--- config.mk ---
export PLATFORM = sky130hd
export DESIGN_NAME = regfile_sb
export DESIGN_NICKNAME = d
export VERILOG_FILES = /design/src/rtl/regfile_sb.sv
export SDC_FILE = /design/constraint.sdc
export NUM_CORES = 2
export LEC_CHECK = 0
export ABC_AREA = 1
export BUFFER_PORTS_ARGS = -buffer_cell sky130_fd_sc_hd__buf_2
export CAP_MARGIN = 10
export CELL_PAD_IN_SITES_DETAIL_PLACEMENT = 1
export CELL_PAD_IN_SITES_GLOBAL_PLACEMENT = 1
export CORE_MARGIN = 8
export CORE_UTILIZATION = 35
export CTS_BUF_LIST = sky130_fd_sc_hd__clkbuf_16
export DETAILED_ROUTE_END_ITERATION = 12
export PLACE_DENSITY_LB_ADDON = 0.1
export SLEW_MARGIN = 5
export SYNTH_ARGS = -nofsm -noshare
export SYNTH_HDL_FRONTEND = slang
export SYNTH_SLANG_ARGS = --single-unit
--- constraint.sdc ---
create_clock -name clk -period 39.7 [get_ports clk]
set_clock_uncertainty 0.2 [all_clocks]
set_input_delay 3.97 -clock clk [delete_from_list [all_inputs] [get_ports clk]]
set_output_delay 3.97 -clock clk [all_outputs]
set_load 0.01 [all_outputs]
--- src/rtl/regfile_sb.sv ---
// regfile_sb: XLEN x NREGS register file with two writeback ports, a per-register
// busy (scoreboard) bit set on issue and cleared on writeback, and a registered
// count of pending registers. Register 0 is hard-wired to zero.
// Optional feature: define REGFILE_BYPASS_EN to forward same-cycle writeback data
// to the read ports (and mask the busy flag for a forwarded source).
module regfile_sb #(
  parameter int unsigned XLEN  = 32,
  parameter int unsigned NREGS = 32,
  localparam int unsigned AW   = $clog2(NREGS)
) (
  input  logic            clk,
  input  logic            reset_n,
  input  logic [AW-1:0]   rs1_addr,
  input  logic [AW-1:0]   rs2_addr,
  output logic [XLEN-1:0] rs1_data,
  output logic [XLEN-1:0] rs2_data,
  output logic            rs1_busy,
  output logic            rs2_busy,
  input  logic            issue_valid,
  input  logic [AW-1:0]   issue_rd,
  input  logic            wb0_en,
  input  logic [AW-1:0]   wb0_addr,
  input  logic [XLEN-1:0] wb0_data,
  input  logic            wb1_en,
  input  logic [AW-1:0]   wb1_addr,
  input  logic [XLEN-1:0] wb1_data,
  output logic [AW:0]     pending_cnt
);

  localparam logic [AW:0] CntOne = (AW+1)'(1);

  logic [XLEN-1:0]  regs_q [NREGS];
  logic [XLEN-1:0]  regs_d [NREGS];
  logic [NREGS-1:0] busy_q, busy_d;
  logic [AW:0]      cnt_q, cnt_d;

  // Next state: writes (wb1 wins), busy set/clear (issue wins), incremental count.
  always_comb begin
    regs_d = regs_q;
    busy_d = busy_q;
    cnt_d  = cnt_q;
    for (int i = 1; i < NREGS; i++) begin
      if (wb1_en && wb1_addr == AW'(i)) begin
        regs_d[i] = wb1_data;
      end else if (wb0_en && wb0_addr == AW'(i)) begin
        regs_d[i] = wb0_data;
      end
      if (issue_valid && issue_rd == AW'(i)) begin
        busy_d[i] = 1'b1;
      end else if ((wb0_en && wb0_addr == AW'(i)) || (wb1_en && wb1_addr == AW'(i))) begin
        busy_d[i] = 1'b0;
      end
      // Each bit contributes at most once, so a same-address double clear counts once.
      if (busy_d[i] && !busy_q[i]) begin
        cnt_d = cnt_d + CntOne;
      end else if (!busy_d[i] && busy_q[i]) begin
        cnt_d = cnt_d - CntOne;
      end
    end
  end

  // State registers with asynchronous clear.
  always_ff @(posedge clk or negedge reset_n) begin
    if (!reset_n) begin
      for (int i = 0; i < NREGS; i++) begin
        regs_q[i] <= '0;
      end
      busy_q <= '0;
      cnt_q  <= '0;
    end else begin
      for (int i = 0; i < NREGS; i++) begin
        regs_q[i] <= regs_d[i];
      end
      busy_q <= busy_d;
      cnt_q  <= cnt_d;
    end
  end

  // Combinational read ports; register 0 stays zero and never busy.
  always_comb begin
    rs1_data = regs_q[rs1_addr];
    rs2_data = regs_q[rs2_addr];
    rs1_busy = busy_q[rs1_addr];
    rs2_busy = busy_q[rs2_addr];
`ifdef REGFILE_BYPASS_EN
    // Forwarding is suppressed during reset so outputs read zero immediately.
    if (reset_n && rs1_addr != '0) begin
      if (wb1_en && wb1_addr == rs1_addr) begin
        rs1_data = wb1_data;
        rs1_busy = 1'b0;
      end else if (wb0_en && wb0_addr == rs1_addr) begin
        rs1_data = wb0_data;
        rs1_busy = 1'b0;
      end
    end
    if (reset_n && rs2_addr != '0) begin
      if (wb1_en && wb1_addr == rs2_addr) begin
        rs2_data = wb1_data;
        rs2_busy = 1'b0;
      end else if (wb0_en && wb0_addr == rs2_addr) begin
        rs2_data = wb0_data;
        rs2_busy = 1'b0;
      end
    end
`endif
  end

  assign pending_cnt = cnt_q;

endmodule

# Yosys cells after proc, flatten, opt, wreduce, memory -nomap -nowiden
# Cells that the tools add are included.
classes:
  add_sub_neg: 62
  n_lt_le_gt_ge: 4
  eq_ne: 93
  muxes: 196
  bitwise: 2
  reduce_logical: 279
ops:
  columns: ["cell", "n"]
  rows:
  - ["2-to-1 mux 32 bit", 66]
  - ["2-to-1 mux 6 bit", 62]
  - ["binary-select mux 32 bit (select 5 bit)", 2]
  - ["== test 5 bit (second input constant)", 48]
  - ["adder 6 x 1 -> 6 bit (second input constant)", 31]
  - ["subtractor 6 x 1 -> 6 bit (second input constant)", 31]
  - ["logical AND 1 bit", 155]
  - ["== test 5 x 4 -> 1 bit (second input constant)", 24]
  - ["2-to-1 mux 1 bit", 64]
  - ["zero test 1 bit", 62]
  - ["nonzero test 2 bit", 31]
  - ["== test 5 x 3 -> 1 bit (second input constant)", 12]
  - ["logical OR 1 bit", 31]
  - ["== test 5 x 2 -> 1 bit (second input constant)", 6]
  - ["== test 5 x 1 -> 1 bit (second input constant)", 3]
  - [">= comparator 6 bit (second input constant)", 2]
  - ["< comparator 5 x 6 -> 1 bit (second input constant)", 2]
  - ["inverter 5 -> 6 bit", 2]
  - ["binary-select mux 1 bit (select 5 bit)", 2]
word_totals:
  ff_bits: 1029
  out_inout_bits: 72

# Longest topological paths before layout
logic_depth:
  word_depth: 99
  ltp_mapped: 208
  depth_no_buf: 208

# Worst setup path before layout
# No wires, ideal clock.
synth_timing:
  path_type: "input port to flip-flop"
  start: "input port wb0_en"
  end: "register cnt_q[2], in the netlist pending_cnt[2]"
  setup_ns: 0.134
  t_arrival_ns: 23.914
  required_time_ns: 39.366
  path_slack_ns: 15.452
  cell_stages: 199
  path_buffers: 1
  path_cell_list: "inv_1 nor2_4 nand3_4 nand2_4 buf_6 nand4_1 nand3_1 nand2_2 ha_1 o21ai_1 inv_1 nand2_1 nand2_1 inv_1 ha_1 inv_1 nand2_1 o21ai_0 (+163 left out) nand2_1 inv_1 ha_1 o21ai_0 inv_1 nand2_2 ha_1 a21oi_1 a21boi_2 inv_2 ha_1 o21ai_0 inv_1 o21ai_2 inv_2 ha_1 a22o_1 xor2_1"
synth_between:
  elab_chain_len: 98
  word_cells_on_any_way: 339
synth_lines:
  columns: ["element", "line_no", "source"]
  rows:
  - ["start: declaration", "21", "input logic wb0_en,"]
  - ["logical AND 1 bit", "50", "end else if ((wb0_en && wb0_addr == AW'(i)) || (wb1_en && wb1_addr == AW'(i))) begin"]
  - ["logical OR 1 bit", "50", null]
  - ["2-to-1 mux 1 bit", "50", null]
  - ["2-to-1 mux 1 bit", "48", "if (issue_valid && issue_rd == AW'(i)) begin"]
  - ["zero test 1 bit", "56", "end else if (!busy_d[i] && busy_q[i]) begin"]
  - ["logical AND 1 bit", "56", null]
  - ["2-to-1 mux 6 bit", "56", null]
  - ["2-to-1 mux 6 bit", "54", "if (busy_d[i] && !busy_q[i]) begin"]
  - ["(+83 left out)", null, null]
  - ["2-to-1 mux 6 bit", "54", null]
  - ["subtractor 6 x 1 -> 6 bit", "57", "cnt_d = cnt_d - CntOne;"]
  - ["2-to-1 mux 6 bit", "56", null]
  - ["2-to-1 mux 6 bit", "54", null]
  - ["subtractor 6 x 1 -> 6 bit", "57", null]
  - ["2-to-1 mux 6 bit", "56", null]
  - ["2-to-1 mux 6 bit (*)", "54", null]
  - ["net cnt_d[2]", "35", "logic [AW:0] cnt_q, cnt_d;"]
  - ["end signal: assignment", "75", "cnt_q <= cnt_d;"]
  - ["end: declaration", "35", null]
# The timed path passes the listed nets; every way through them passes the cells marked *.
# A chain may end at the register's enable or synchronous reset.

# Worst setup path in the final report
layout_timing:
  start: "input port wb0_en"
  end: "register cnt_q[5], in the netlist pending_cnt[5]"
# Same word-level chain as after synthesis.

==> flow_metrics.tcl <==
set metrics [dict create \
    place_congestion 0.9630 \
    ys_seq_elements 1029 \
    powerDensity_nw_per_um2 51.99 \
    synth_nets 11150 \
    crit_arrival_ns 28.32 \
    cts.sinks 1029 \
    grt_usage 0.3741 \
    syn_area_um2 73850 \
    numPortBuffers 165 \
    fin_crit_ns 27.77 \
    routed.top_layer "met5" \
    finalHoldViolCount 0 \
    status "completed" \
    syn_to_final_growth_pct 9.420 \
    die_y_um 475.3 \
    initial_core_util 0.3524 \
    cts.repair.resized 0 \
    final_common_cell "o21ai_0" \
    rsz0062_at_grt "false" \
    cap_violations 0 \
    h-tree-depth 4 \
    fin_nets 10740 \
    tightest_slew_ns 1.400 \
    finalMaxSlewViolations 0 \
    crit_type "in -> reg" \
    io_pins 166 \
    ant_nets 0 \
    grt_pass1_vias 86150 \
    p_leak_nw 35.70 \
    slew_headroom 0.05956 \
    ys_types 55 \
    drc 0 \
    post_cts_buffers 0 \
    final_area_um2 80810 \
    critPathLaunchType "primary input" \
    setup_ws_ns 11.93 \
    placed_area_um2 76670 \
    crit_path_max_incr_delay_ns 0.41 \
    vias 86770 \
    hp-class "reg -> reg" \
    whs_path_depth 2 \
    critPathMaxFanout 27 \
    grt_overflow 0 \
    synthCells 10990 \
    clk_pin_slew_ns 0.06 \
    place_ws_ns 11.29 \
    synthArstFlopShare 1.000 \
    wl_per_cell_um 32.51 \
    grt_antenna_before_repair 57 \
    drt_wl_total_um 439500 \
    yosysWarnings 0 \
    cpMaxStageDelayCell "nand3_4" \
    max-vdd-ir-drop_v 0.00004720 \
    synthFlopType "dfrtp_1" \
    r2r_cells 200 \
    cts_tree "yes" \
    path_depth 204 \
    crit_required_ns 40.25 \
    critPathTopFamily "adder cells" \
    cpMostUsedCell "inv_1" \
    postSynthAreaPerCell_um2 6.717 \
    grt_max_degree 141 \
    finalSetupTns_ns 0 \
    max_freq_mhz 36.01 \
    holdBufCountCts 0 \
    fin_crit_sh 0.6995 \
    routed_via_density 6.419 \
    dr.pass1.iters 8 \
    cts_root_buf "clkbuf_16" \
    wl_met3_um 49700 \
    ys_seq_area_frac 0.3487 \
    drive_above_1_share 0.1016 \
    cp-end-kind "flop" \
    wl_met2_um 183900 \
    cts_max_path_buffers 3 \
    cts_buffers 134 \
    dp_hpwl_um 272200 \
    wl_met1_um 176900 \
    die_width_um 475.3 \
    setup_viol 0 \
    synth_edf_count 0 \
    rows 168 \
    die-area_um2 225900 \
    core_region_area_um2 209600 \
    drt-initial-drc-count 11180 \
    grt_pass1_wl_um 626300 \
    cp_num_buf_inv 79 \
    mostFrequentLayoutCells "o21ai_0, nand2_1, dfrtp_1" \
    clk-insertion-delay-late_ns 0.81 \
]
[per-layer routing]
| metal | track usage | vias to the layer above |
|---|---|---|
| li1 | - | 36640 |
| met1 | 0.4895 | 43740 |
| met2 | 0.5486 | 5088 |
| met3 | 0.1051 | 1293 |
| met4 | 0.2238 | 10 |
| met5 | 0 | - |
[sequential cells by signal, summed over array words and instances (netlist names)]
name and flops:
regs_q 992, busy_q 31, pending_cnt 6
[metrics by stage]
step           instances  hold slack, ns  total power, W  utilization
4_1_cts            13480          0.3008        0.004168       0.3850
2_1_floorplan      10990          0.2602        0.002468            -
3_5_place_dp       13250          0.2850        0.002971       0.3658
5_1_grt            13510          0.3220        0.004429       0.3854
3_3_place_gp       13250          0.2815        0.002909       0.3658
6_report           13520          0.2985        0.004201       0.3856
[where the power goes]
group          internal [W]  leakage, nW  switching, W  total, W
registers           0.00133         12.3      0.000208   0.00153
logic              0.000440         21.3       0.00103   0.00147
clock network      0.000666         2.09      0.000531   0.00120
total               0.00243         35.7       0.00177   0.00420
[synth_stat cells (all sizes together) (8+ instances only)]
cell type | instances | area (um^2)
nor2 | 701 | 2728
clkinv | 10 | 37.54
ha | 61 | 763.2
a311oi | 10 | 87.58
o211ai | 188 | 1411
inv | 1070 | 4021
clkbuf | 916 | 3438
o221ai | 34 | 297.8
a22oi | 36 | 270.3
a31oi | 67 | 419.2
or2 | 8 | 52.55
buf | 37 | 148.9
o311ai | 181 | 1585
a21oi | 814 | 4081
nor3 | 79 | 400.4
dfrtp | 1029 | 25750
o21ai | 2909 | 14570
nand2 | 2086 | 8966
nand3 | 478 | 2945
o22ai | 218 | 1364
xor2 | 11 | 122.6
nand4 | 21 | 131.4
[cells by family after synthesis]
family / synth area share
fa+ha+maj: 0.01034
xor+xnor: 0.002000
flops: 0.3487
simple gates: 0.2072
buf+inv: 0.1035
compound gates: 0.3283
[tightest hold or removal path: stages, from the launching register on]
cell and delay [ns]:
dfrtp_1 0.35, nand2_1 0.06, nand2_1 0.05
[area by class of cell]
type | instances | area, um^2
well taps | 2805 | 3510
inverters | 1080 | 4116
fillers | 26500 | 128800
clock inverters | 90 | 535.5
flip-flops and latches | 1029 | 25750
multi-input cells | 7932 | 40580
clock buffers | 139 | 3478
diodes | 38 | 95.09
repair buffers | 405 | 2741
[path summary, 6_finish.rpt]
kind                                start        endpoint  slack, ns
max                                wb0_en  pending_cnt[5]      11.93
min                           regs_q[474]     regs_q[474]       0.30
max reg2reg                pending_cnt[0]  pending_cnt[5]      15.50
min reg2reg                   regs_q[474]     regs_q[474]       0.30
max in group asynchronous         reset_n     regs_q[742]      32.40
min in group asynchronous         reset_n     regs_q[440]       2.98
Power figures use the tool's default switching activity.
